<file path="src/rtl/dnoc_itf_core_rd_ctrl.sv">
// Core-side read engine: streams one granted read (local L2 dmem or remote NoC)
// into the core input port through a small credit-checked output FIFO.
//
// state         | meaning
// IDLE          | waiting for a core read command
// NOC_RD_REQ    | requesting the NoC read channel
// NOC_RD        | accepting NoC read beats into the FIFO
// NOC_RD_RESP   | waiting for the FIFO to empty, then respond and finish
// PP_CHECK      | ping/pong: pick the next full buffer or finish
// PING_RD       | issuing dmem reads for the ping (or single) buffer
// PONG_RD       | issuing dmem reads for the pong buffer
// DRAIN         | waiting for the last read to leave the FIFO
module dnoc_itf_core_rd_ctrl #(
  parameter int DATA_W     = 256,
  parameter int ADDR_W     = 13,
  parameter int FIFO_DEPTH = 4
) (
  input  logic                   clk,
  input  logic                   rst_n,
  input  logic                   core_cmd_core_rd_req,
  output logic                   core_cmd_core_rd_gnt,
  input  logic [1:0][ADDR_W-1:0] c_cfg_c_r_base_addr,
  input  logic [ADDR_W-1:0]      c_cfg_c_r_ping_lenth,
  input  logic [ADDR_W-1:0]      c_cfg_c_r_pong_lenth,
  input  logic                   c_cfg_c_r_pingpong_en,
  input  logic [10:0]            c_cfg_c_r_pingpong_num,
  input  logic                   c_cfg_c_r_local_access,
  input  logic [3:0][ADDR_W-1:0] c_cfg_c_r_loop_lenth,
  input  logic [3:0][ADDR_W-1:0] c_cfg_c_r_loop_gap,
  input  logic [1:0]             pingpong_state,
  output logic                   pingpong_rd_done,
  output logic                   c_r_transaction_done,
  output logic                   L2_dmem_core_rd_en,
  output logic [ADDR_W-1:0]      L2_dmem_core_rd_addr,
  input  logic [DATA_W-1:0]      L2_dmem_core_rd_data,
  output logic                   core_rd_noc_out_req,
  input  logic                   core_rd_noc_out_gnt,
  input  logic [DATA_W-1:0]      noc_in_core_rd_data,
  input  logic                   noc_in_core_rd_valid,
  output logic                   noc_in_core_rd_ready,
  output logic                   core_rd_noc_resp,
  output logic [DATA_W-1:0]      core_in_data,
  output logic                   core_in_valid,
  input  logic                   core_in_ready
);

  localparam int PTR_W = $clog2(FIFO_DEPTH);
  localparam int CNT_W = PTR_W + 1;
  localparam logic [ADDR_W-1:0] BEAT_ONE = ADDR_W'(1);

  typedef enum logic [2:0] {
    S_IDLE,
    S_NOC_RD_REQ,
    S_NOC_RD,
    S_NOC_RD_RESP,
    S_PP_CHECK,
    S_PING_RD,
    S_PONG_RD,
    S_DRAIN
  } state_t;

  state_t state_q, state_d;
  logic [ADDR_W-1:0] beat_cnt_q, beat_cnt_d;
  logic [11:0]       pp_cnt_q, pp_cnt_d;
  logic              in_flight_q;
  logic [ADDR_W-1:0] cur_len;

  logic              ag_load;
  logic [ADDR_W-1:0] ag_load_base;
  logic [ADDR_W-1:0] ag_addr_q, ag_addr_d;
  logic [3:0][ADDR_W-1:0] ag_lcnt_q, ag_lcnt_d;
  logic [1:0]        ag_k;
  logic              ag_found;

  logic [DATA_W-1:0] fifo_mem [FIFO_DEPTH];
  logic [PTR_W-1:0]  wr_ptr_q, rd_ptr_q;
  logic [CNT_W-1:0]  fifo_cnt_q;
  logic              fifo_full, fifo_empty;
  logic              fifo_push, fifo_pop;
  logic [DATA_W-1:0] fifo_push_data;
  logic [CNT_W:0]    credit_used;
  logic              issue_ok;

  assign fifo_full   = (fifo_cnt_q == CNT_W'(FIFO_DEPTH));
  assign fifo_empty  = (fifo_cnt_q == '0);
  assign credit_used = {1'b0, fifo_cnt_q} + {{CNT_W{1'b0}}, in_flight_q};
  assign issue_ok    = (credit_used < (CNT_W+1)'(FIFO_DEPTH));
  assign cur_len     = (state_q == S_PONG_RD) ? c_cfg_c_r_pong_lenth : c_cfg_c_r_ping_lenth;

  always_ff @(posedge clk) begin
    if (!rst_n) begin
      state_q     <= S_IDLE;
      beat_cnt_q  <= '0;
      pp_cnt_q    <= '0;
      in_flight_q <= 1'b0;
    end else begin
      state_q     <= state_d;
      beat_cnt_q  <= beat_cnt_d;
      pp_cnt_q    <= pp_cnt_d;
      in_flight_q <= L2_dmem_core_rd_en;
    end
  end

  always_comb begin
    state_d              = state_q;
    beat_cnt_d           = beat_cnt_q;
    pp_cnt_d             = pp_cnt_q;
    core_cmd_core_rd_gnt = 1'b0;
    pingpong_rd_done     = 1'b0;
    c_r_transaction_done = 1'b0;
    L2_dmem_core_rd_en   = 1'b0;
    core_rd_noc_out_req  = 1'b0;
    noc_in_core_rd_ready = 1'b0;
    core_rd_noc_resp     = 1'b0;
    ag_load              = 1'b0;
    ag_load_base         = c_cfg_c_r_base_addr[0];
    case (state_q)
      S_IDLE: begin
        if (core_cmd_core_rd_req) begin
          if (!c_cfg_c_r_local_access) begin
            state_d = S_NOC_RD_REQ;
          end else if (c_cfg_c_r_pingpong_en) begin
            pp_cnt_d = '0;
            state_d  = S_PP_CHECK;
          end else begin
            core_cmd_core_rd_gnt = 1'b1;
            ag_load              = 1'b1;
            state_d              = S_PING_RD;
          end
        end
      end
      S_NOC_RD_REQ: begin
        core_rd_noc_out_req = 1'b1;
        if (core_rd_noc_out_gnt) begin
          core_cmd_core_rd_gnt = 1'b1;
          state_d              = S_NOC_RD;
        end
      end
      S_NOC_RD: begin
        noc_in_core_rd_ready = !fifo_full;
        if (noc_in_core_rd_valid && !fifo_full) begin
          if (beat_cnt_q == c_cfg_c_r_ping_lenth) begin
            beat_cnt_d = '0;
            state_d    = S_NOC_RD_RESP;
          end else begin
            beat_cnt_d = beat_cnt_q + BEAT_ONE;
          end
        end
      end
      S_NOC_RD_RESP: begin
        if (fifo_empty) begin
          core_rd_noc_resp     = 1'b1;
          c_r_transaction_done = 1'b1;
          state_d              = S_IDLE;
        end
      end
      S_PP_CHECK: begin
        if (pp_cnt_q == {c_cfg_c_r_pingpong_num, 1'b0}) begin
          c_r_transaction_done = 1'b1;
          pp_cnt_d             = '0;
          state_d              = S_IDLE;
        end else if (core_cmd_core_rd_req && pingpong_state[pp_cnt_q[0]]) begin
          core_cmd_core_rd_gnt = 1'b1;
          ag_load              = 1'b1;
          ag_load_base         = c_cfg_c_r_base_addr[pp_cnt_q[0]];
          pp_cnt_d             = pp_cnt_q + 12'd1;
          state_d              = pp_cnt_q[0] ? S_PONG_RD : S_PING_RD;
        end
      end
      S_PING_RD, S_PONG_RD: begin
        // one credit per FIFO slot, counting the read whose data lands next cycle
        if (issue_ok) begin
          L2_dmem_core_rd_en = 1'b1;
          if (beat_cnt_q == cur_len) begin
            beat_cnt_d = '0;
            state_d    = S_DRAIN;
          end else begin
            beat_cnt_d = beat_cnt_q + BEAT_ONE;
          end
        end
      end
      S_DRAIN: begin
        if (fifo_empty && !in_flight_q) begin
          if (c_cfg_c_r_pingpong_en) begin
            pingpong_rd_done = 1'b1;
            state_d          = S_PP_CHECK;
          end else begin
            c_r_transaction_done = 1'b1;
            state_d              = S_IDLE;
          end
        end
      end
      default: state_d = S_IDLE;
    endcase
  end

  // The lowest level not yet at its count advances; if none, all wrap and level 3's gap applies.
  always_comb begin
    ag_k     = 2'd3;
    ag_found = 1'b0;
    for (int k = 3; k >= 0; k--) begin
      if (ag_lcnt_q[k] != c_cfg_c_r_loop_lenth[k]) begin
        ag_k     = 2'(k);
        ag_found = 1'b1;
      end
    end
    ag_lcnt_d = ag_lcnt_q;
    for (int j = 0; j < 4; j++) begin
      if (!ag_found || (2'(j) < ag_k)) begin
        ag_lcnt_d[j] = '0;
      end else if (2'(j) == ag_k) begin
        ag_lcnt_d[j] = ag_lcnt_q[j] + BEAT_ONE;
      end
    end
    ag_addr_d = ag_addr_q + c_cfg_c_r_loop_gap[ag_k];
  end

  always_ff @(posedge clk) begin
    if (!rst_n) begin
      ag_addr_q <= '0;
      ag_lcnt_q <= '0;
    end else if (ag_load) begin
      ag_addr_q <= ag_load_base;
      ag_lcnt_q <= '0;
    end else if (L2_dmem_core_rd_en) begin
      ag_addr_q <= ag_addr_d;
      ag_lcnt_q <= ag_lcnt_d;
    end
  end

  assign L2_dmem_core_rd_addr = ag_addr_q;

  assign fifo_push      = in_flight_q || (noc_in_core_rd_ready && noc_in_core_rd_valid);
  assign fifo_push_data = in_flight_q ? L2_dmem_core_rd_data : noc_in_core_rd_data;
  assign fifo_pop       = core_in_valid && core_in_ready;

  always_ff @(posedge clk) begin
    if (fifo_push) begin
      fifo_mem[wr_ptr_q] <= fifo_push_data;
    end
  end

  always_ff @(posedge clk) begin
    if (!rst_n) begin
      wr_ptr_q   <= '0;
      rd_ptr_q   <= '0;
      fifo_cnt_q <= '0;
    end else begin
      if (fifo_push) wr_ptr_q <= wr_ptr_q + PTR_W'(1);
      if (fifo_pop)  rd_ptr_q <= rd_ptr_q + PTR_W'(1);
      case ({fifo_push, fifo_pop})
        2'b10:   fifo_cnt_q <= fifo_cnt_q + CNT_W'(1);
        2'b01:   fifo_cnt_q <= fifo_cnt_q - CNT_W'(1);
        default: fifo_cnt_q <= fifo_cnt_q;
      endcase
    end
  end

  assign core_in_valid = !fifo_empty;
  assign core_in_data  = fifo_mem[rd_ptr_q];

endmodule

</file>
<file path="config.mk">
export PLATFORM = sky130hd
export DESIGN_NAME = dnoc_itf_core_rd_ctrl
export DESIGN_NICKNAME = d
export VERILOG_FILES = /design/src/rtl/dnoc_itf_core_rd_ctrl.sv
export SDC_FILE = /design/constraint.sdc
export NUM_CORES = 1
export LEC_CHECK = 0
export BUFFER_PORTS_ARGS = -buffer_cell sky130_fd_sc_hd__buf_4
export CORE_AREA = 2 2 376 378
export DETAILED_ROUTE_END_ITERATION = 8
export DIE_AREA = 0 0 378 380
export SLEW_MARGIN = 5
export SYNTH_ARGS = -nofsm -noshare
export SYNTH_HDL_FRONTEND = slang
export SYNTH_SLANG_ARGS = --single-unit
</file>
<file path="constraint.sdc">
create_clock -name clk -period 16.1 [get_ports clk]
set_clock_uncertainty 0.05 [all_clocks]
set_input_delay 3.22 -clock clk [delete_from_list [all_inputs] [get_ports clk]]
set_output_delay 3.22 -clock clk [all_outputs]
set_load 0.005 [all_outputs]
</file>
Word level (Yosys, flattened, before mapping)
Memory sizes are Yosys's and may differ from the RTL's. A register that Yosys moved wholly into a read port is not among the register bits.
Index checks and enable logic that the tools add are counted.
- register bits after elaboration: 101
- bits in writable memories: 1024
- input bits: 689
- logic and storage cells: 177
- memories: 1
- memory list (memory ; depth ; width ; rd ports ; clocked after memory_dff ; wr ports ; line ; RTL):
    fifo_mem ; 4 ; 256 ; 1 ; 1 ; 1 ; 75 ; logic [DATA_W-1:0] fifo_mem [FIFO_DEPTH];
- add/subtract/negate cells: 12
- order comparisons: 7
- equal/unequal tests: 31
- muxes and demuxes: 79
- bitwise logic cells: 1
- reductions and logical operators: 34
- operators with widths (kind ; count):
    2-to-1 mux 13 bit ; 21
    2-to-1 mux 256 bit ; 1
    adder 13 x 1 -> 13 bit, second input constant ; 5
    2-to-1 mux 12 bit ; 5
    != test 13 bit ; 4
    2-to-1 mux 3 bit ; 12
    2-to-1 mux 1 bit ; 27
    binary-select mux 13 bit (select 2 bit) ; 1
    equality test 13 bit ; 2
    one-hot mux 13 bit (2 select lines) ; 1
    one-hot mux 12 bit (2 select lines) ; 1
    one-hot mux 3 bit (7 select lines) ; 1
    != test 2 bit, second input constant ; 10
    nonzero test 2 bit ; 8
    equality test 3 bit, second input constant ; 5
    adder 13 bit ; 1
    adder 12 x 1 -> 12 bit, second input constant ; 1
    equality test 12 bit ; 1
    2-to-1 mux 2 bit ; 5
    AND reduction 9 bit ; 1
    AND reduction 2 bit ; 4
    equality test 3 x 2 -> 1 bit, second input constant ; 2
    logical NOT 3 bit ; 2
    one-hot mux 1 bit (3 select lines) ; 2
    other kinds (25) ; 41

Longest topological paths before layout
Gate-level depths: netlist of run 1.
- depth in word-level cells: 9
- depth in mapped cells: 19

Worst setup path before layout of run 1
OpenSTA, ideal clock, no wires.
- path type: in2reg
- start: in noc_in_core_rd_valid
- end: mem fifo_mem[0][0], enable pin
- arrival time: 14831 ps
- required time: 15140 ps
- setup slack: 309 ps
- stages on the path: 3
- path through: a21boi_0 > a21oi_1 > nor2b_1
- word-level cells in the longest chain between the ends: 4
- ends and longest elaborated chain (element ; line ; RTL):
    start: declaration ; 39 ; input logic noc_in_core_rd_valid,
    logical AND 1 bit ; 233 ; assign fifo_push = in_flight_q || (noc_in_core_rd_ready && noc_in_core_rd_valid);
    logical OR 1 bit ; 233 ;
    2-to-1 mux 1 bit ; 238 ; if (fifo_push) begin
    2-to-1 mux 1 bit (not written as such) ; 239 ; fifo_mem[wr_ptr_q] <= fifo_push_data;
    end: declaration ; 75 ;
No other way between the ends.

Worst setup path in the final report of run 1
- start: in c_cfg_c_r_pingpong_num[3]
- end: out core_cmd_core_rd_gnt
- word-level cells in the longest chain between the ends: 3
- ends and longest elaborated chain (element ; line ; RTL):
    start: declaration ; 26 ; input logic [10:0] c_cfg_c_r_pingpong_num,
    equality test 12 bit ; 158 ; if (pp_cnt_q == {c_cfg_c_r_pingpong_num, 1'b0}) begin
    2-to-1 mux 1 bit ; 158 ;
    one-hot mux 1 bit (3 select lines) ; 117 ; case (state_q)
    end: declaration ; 21 ; output logic core_cmd_core_rd_gnt,
No other way between the ends.

==> results.ini, run 1 <==
[run_status]
status = finished clean

[worst_setup_path]
endpoint_kind = primary output
critical-path-max-stage-delay_ps = 290
worstPathArrival_ps = 4960
cp_slowest_cell = nor4_1
worst-path-buf-inv = 3
required_ps = 12830
cp_top_family = simple AND/OR/NAND/NOR gates
path_cells = buf_4 -> xor2_1 -> nor4_1 -> nand3_1 -> nand2_1 -> o32ai_2 -> buf_4 -> a21o_1 -> buf_4
start_kind = primary input
criticalPathCategory = primary input to primary output
cp_max_fo = 25
worst_path_most_repeated_cell = buf_4

[place]
io_buffer_count = 952
place.gp.congestion = 0.899
placed_cell_area_um2 = 55400
dp_hpwl_mm = 84.7

[sta]
fin_tns_setup_ps = 0
hold_viol = 0
worst_pin_slew_ps = 1300
max_clock_freq_mhz = 122
fin_crit_ps = 8230
rsz0062_at_grt = no
slew_headroom_pct = 13.5
setup-violations-final = 0
finalCritPeriodShare_pct = 51.1
finalMaxSlewViolations = 0

[pwr]
internal-power_mw = 5.54
p_sw_share_pct = 25.0
leakage_nw = 20.4
pwr-share-seq_pct = 46.4
peakVddDrop_v = 0.0000955
power.total_mw = 7.39
powerDensity_nw_per_um2 = 125
combPwrFrac_pct = 18.8
power_switching_mw = 1.85
clkPwrFrac_pct = 34.8

[floorplanning]
die-area_um2 = 144000
die_x_um = 378
start_util_pct = 33.0
die_h_um = 380
ios = 966
core_um2 = 139000
placementRows = 137

[final_layout]
num-fill-cells = 12539
final_util_pct = 42.5
nets = 4102
finalInstanceArea_um2 = 59100
drive_gt1_share_pct = 48.2
ff_latch_area_um2 = 32600
area_growth_pct = 28.6
multi_input_area_um2 = 12900

[yosys]
yosys-top-cells-area = edfxtp_1 (67%), mux4_2 (13%), mux2_2 (6.3%)
async_flop_share_pct = 0
yosys_warnings = 0
syn_inst = 2399
ys_seq_area_share_pct = 70.8
syn-cell-area_um2 = 46000
synth_seq_cells = 1114
yosysMostFrequentCell = edfxtp_1
synth_cell_types = 64
synth_flop_cell = edfxtp_1
synth_common_cells = edfxtp_1 (1024), mux2_2 (258), mux4_2 (256)
yosysTopAreaCell = edfxtp_1
synth-edff-count = 1024
postSynthAreaPerCell_um2 = 19.2
synth_top_area_share_pct = 66.9
synth_nets = 3112

[detailed_routing]
ant_nets = 0
routedWlPerCell_um = 22.6
drt-pass1-iter-count = 5
via_count = 25678
drt_iter0_drc = 1623
drt_wl_total_mm = 121
drcViolationCount = 0
via_per_inst = 4.78

[clocking]
cts_root_buf = clkbuf_16
path_clk_slew_ps = 60
cts_tree = yes
numCtsBuffers = 118
clk_latency_ps = 720
clock_path_buffers = 3
post_cts_buffers = 0
cts_resized = 0
htree_levels = 3
cts.sinks = 1114
hold_buffers = 0

[grt]
grt_pass1_vias = 26301
antenna_found_initial = 19
gr-total-overflow = 0
grt_pass1_wl_mm = 174
grt_usage_pct = 16.4
grt_max_degree = 119

[min_path]
hp-class = flop to flop

[flow_run]
cap_violations = 0

-- sequential cells by signal (all words and copies together), names as in the netlist, named ones only --
signal / cells
pp_cnt_q: 12
ag_lcnt_q: 39
L2_dmem_core_rd_addr: 13
fifo_cnt_q: 3
beat_cnt_q: 13
wr_ptr_q: 2
in_flight_q: 1
rd_ptr_q: 2
state_q: 3
fifo_mem: 1024
-- metrics by stage --
step                hold WS (ps)  cells  worst slack, ps
finish                       451   5376             7870
global placement             434   5145             7850
global route                 484   5373             7770
floorplan                    418   2399              309
CTS                          457   5362             7890
detailed placement           449   5145             7890
-- worst min-delay path, cell delays in order (launching register included) --
cell     delay (ps)
dfxtp_1         340
nand2_1          70
a21oi_1          50
-- worst paths after layout --
| kind | start | to | slack [ps] | cells after the start |
|---|---|---|---|---|
| max | c_cfg_c_r_pingpong_num[3] | core_cmd_core_rd_gnt | 7870 | 9 |
| min | ag_lcnt_q[1]$_SDFFE_PP0P_ | ag_lcnt_q[1]$_SDFFE_PP0P_ | 450 | 2 |
| max reg2reg | ag_lcnt_q[28]$_SDFFE_PP0P_ | L2_dmem_core_rd_addr[11]$_SDFFE_PN0P_ | 11260 | 16 |
| min reg2reg | ag_lcnt_q[1]$_SDFFE_PP0P_ | ag_lcnt_q[1]$_SDFFE_PP0P_ | 450 | 2 |
-- power groups by stage --
stage,clock [mW],combinational [mW],sequential [mW]
6_report,2.57,1.39,3.43
5_1_grt,2.75,1.50,3.44
4_1_cts,2.65,1.43,3.43
3_5_place_dp,0,1.42,3.49
3_3_place_gp,0,1.42,3.49
2_1_floorplan,0,0.729,3.51
-- kinds of logic (layout without fill, tap and decap cells) --
| kind of cell | Yosys count | in the layout | synth area share [%] |
|---|---|---|---|
| mux | 550 | 550 | 19.6 |
| xor+xnor | 139 | 139 | 2.65 |
| simple gates | 305 | 305 | 3.30 |
| other cells | 0 | 14 | 0 |
| buf+inv | 142 | 1229 | 1.20 |
| fa+ha+maj | 24 | 24 | 0.686 |
| flops | 1114 | 1114 | 70.8 |
| compound gates | 125 | 125 | 1.70 |
-- area by class of cell --
class,instances,share of cell area (%)
Clock inverter,58,0.861
Multi-Input combinational cell,1143,21.8
Tap cell,1876,3.97
Clock buffer,159,5.43
Inverter,23,0.146
Antenna cell,14,0.0592
Timing Repair Buffer,989,12.6
Sequential cell,1114,55.1
-- cells in the final DEF, fill, tap and decap left out, types with 6 or more instances in the layout --
master     count
edfxtp_1    1024
nor2_1        97
nand3_1       27
a211oi_1      10
dfxtp_1       87
buf_4        985
clkbuf_1      33
diode_2       14
inv_1         23
mux2i_1       36
a21oi_1       31
nand2_1       69
xnor2_1       66
and2_1         8
nand4_1       18
and4_1         8
nor4_1        13
or3_1          6
xor2_1        73
o21a_1         6
clkinv_1      21
mux2_2       258
clkinv_2      19
mux4_2       256
and3_1        22
clkbuf_8       6
nor3_1        10
clkbuf_16    120
o21ai_0       36
ha_1          22
-- layer usage --
metal / global-route usage (%) / up-vias / share of wire, %
li1: - / 11683 / -
met1: 20.3 / 13036 / 40
met2: 27.9 / 776 / 51
met3: 4.27 / 179 / 6.4
met4: 5.22 / 4 / 2.9
met5: 0 / - / 0.022
(Power assumes the default switching activity.)
==> run 2, diff against run 1 <==
--- a/config.mk
+++ b/config.mk
@@ -6,9 +6,9 @@
 export NUM_CORES = 1
 export LEC_CHECK = 0
 export BUFFER_PORTS_ARGS = -buffer_cell sky130_fd_sc_hd__buf_4
-export CORE_AREA = 2 2 376 378
+export CORE_AREA = 2 2 381 383
 export DETAILED_ROUTE_END_ITERATION = 8
-export DIE_AREA = 0 0 378 380
+export DIE_AREA = 0 0 383 385
 export SLEW_MARGIN = 5
 export SYNTH_ARGS = -nofsm -noshare
 export SYNTH_HDL_FRONTEND = slang
==> constraint.sdc (replaced) <==
create_clock -name clk -period 7.7 [get_ports clk]
set_clock_uncertainty 0.05 [all_clocks]
set_input_delay 1.54 -clock clk [delete_from_list [all_inputs] [get_ports clk]]
set_output_delay 1.54 -clock clk [all_outputs]
set_load 0.005 [all_outputs]
==> results.ini, run 2 (synthesized netlist as in run 1, its figures left out) <==
[clocking]
htree_levels = 3
clk_latency_ps = 730
numCtsBuffers = 116
hold_buffers = 0
post_cts_buffers = 0
cts.sinks = 1114
path_clk_slew_ps = 60
clock_path_buffers = 3
cts_root_buf = clkbuf_16
cts_resized = 0
cts_tree = yes

[pwr]
power_switching_mw = 3.84
internal-power_mw = 11.6
power.total_mw = 15.4
leakage_nw = 20.4
combPwrFrac_pct = 18.9
peakVddDrop_v = 0.000182
pwr-share-seq_pct = 46.4
powerDensity_nw_per_um2 = 260
clkPwrFrac_pct = 34.7
p_sw_share_pct = 24.9

[sta]
slew_headroom_pct = 30.4
fin_crit_ps = 5320
setup-violations-final = 0
finalCritPeriodShare_pct = 69.1
worst_pin_slew_ps = 1040
hold_viol = 0
max_clock_freq_mhz = 188
finalMaxSlewViolations = 0
rsz0062_at_grt = no

[final_layout]
ff_latch_area_um2 = 32600
multi_input_area_um2 = 12900
final_cell_mix = edfxtp_1 (1024), buf_4 (972), mux2_2 (258)
layout_commonest_cell = edfxtp_1
largest_reg_flops = 1024
area_growth_pct = 28.8
nets = 4097
finalInstanceArea_um2 = 59200
top_register = fifo_mem
drive_gt1_share_pct = 48.0
reg.largest.list = fifo_mem (1024), ag_lcnt_q (39)
num-fill-cells = 12979

[worst_setup_path]
worstSetupStartpoint = c_cfg_c_r_loop_lenth[22]
cp_max_fo = 35
timing.rr.start = ag_lcnt_q[13]$_SDFFE_PP0P_
r2r_cells = 16
worstPathArrival_ps = 5880
r2r-end = L2_dmem_core_rd_addr[11]$_SDFFE_PN0P_
crit_path_end = L2_dmem_core_rd_addr[11]$_SDFFE_PN0P_
criticalPathCategory = primary input to flop
endpoint_kind = flop
r2r_slack_ps = 2890
required_ps = 8260
start_kind = primary input

[place]
dp_hpwl_mm = 81.8
place.gp.congestion = 0.877
placed_cell_area_um2 = 55500
io_buffer_count = 952

[grt]
grt_max_degree = 138
antenna_found_initial = 2
grt_usage_pct = 15.6
grt_pass1_wl_mm = 170
grt_pass1_vias = 25897
gr-total-overflow = 0

[detailed_routing]
via_count = 25487
drt_iter0_drc = 1529
via_per_inst = 4.74
wl_met1_mm = 49.0
ant_nets = 0
dr_wl_met3_mm = 7.26
dr_wl_met2_mm = 59.7
drt_wl_total_mm = 118
drt-pass1-iter-count = 5
drcViolationCount = 0
routedWlPerCell_um = 22.0
top_layer_used = met4

[run_status]
status = finished clean

[floorplanning]
placementRows = 139
die_h_um = 385
ios = 966
die-area_um2 = 147000
die_x_um = 383
start_util_pct = 32.1
core_um2 = 143000

[flow_run]
cap_violations = 0

[min_path]
hp-class = flop to flop

==> run 2: metal layers <==
layer | vias up | GRT usage [%]
met5 | - | 0
met4 | 0 | 3.94
met3 | 140 | 3.85
met2 | 690 | 26.4
met1 | 13025 | 20.0
li1 | 11632 | -
==> run 2: worst max-delay path: stages <==
cell	delay, ps
buf_4	110
xor2_1	130
nor4_1	410
nand4_1	210
nor4_4	290
buf_4	360
a21oi_1	110
mux2_2	320
ha_1	270
a21o_1	180
a21oi_1	220
o21bai_1	130
a2111oi_0	660
o31ai_1	230
a2111o_1	440
a21oi_1	170
nor3_1	70
==> run 2: layout make-up <==
cell class	count	share of cell area (%)
sequential	1114	55.0
multi-input combinational	1143	21.8
timing repair buffer	986	12.8
clock buffer	141	5.06
tap	1903	4.02
clock inverter	67	1.15
inverter	23	0.146
antenna	1	0.00423
==> run 2: how the worst min path moves through the flow <==
stage	slack, ps	end	cells past startpoint	startpoint
2_1_floorplan	420	ag_lcnt_q[1]$_SDFFE_PP0P_	2	ag_lcnt_q[1]$_SDFFE_PP0P_
6_report	470	rd_ptr_q[1]$_SDFFE_PN0P_	2	rd_ptr_q[1]$_SDFFE_PN0P_
5_1_grt	500	rd_ptr_q[1]$_SDFFE_PN0P_	2	rd_ptr_q[1]$_SDFFE_PN0P_
4_1_cts	470	rd_ptr_q[1]$_SDFFE_PN0P_	2	rd_ptr_q[1]$_SDFFE_PN0P_
3_5_place_dp	460	flop	2	rd_ptr_q[1]$_SDFFE_PN0P_
3_3_place_gp	450	flop	2	rd_ptr_q[1]$_SDFFE_PN0P_
==> run 2: power by group through the flow <==
stage / Sequential [mW] / Clock, mW / Combinational (mW)
CTS: 7.16 / 5.51 / 3.00
detailed placement: 7.28 / 0 / 2.99
finish: 7.15 / 5.35 / 2.91
global placement: 7.27 / 0 / 2.97
global route: 7.18 / 5.74 / 3.15
floorplan: 7.27 / 0 / 1.52
==> run 2: through the flow <==
step | util (%) | setup WS [ps] | setup TNS, ps | hold WS [ps] | std cells
3_3_place_gp | 38.8 | 1630 | 0 | 451 | 5169
5_1_grt | 41.4 | 2060 | 0 | 502 | 5377
4_1_cts | 41.4 | 2440 | 0 | 474 | 5377
2_1_floorplan | - | -1530 | -1569870 | 418 | 2399
3_5_place_dp | 38.8 | 1620 | 0 | 462 | 5169
6_report | 41.4 | 2380 | 0 | 471 | 5378
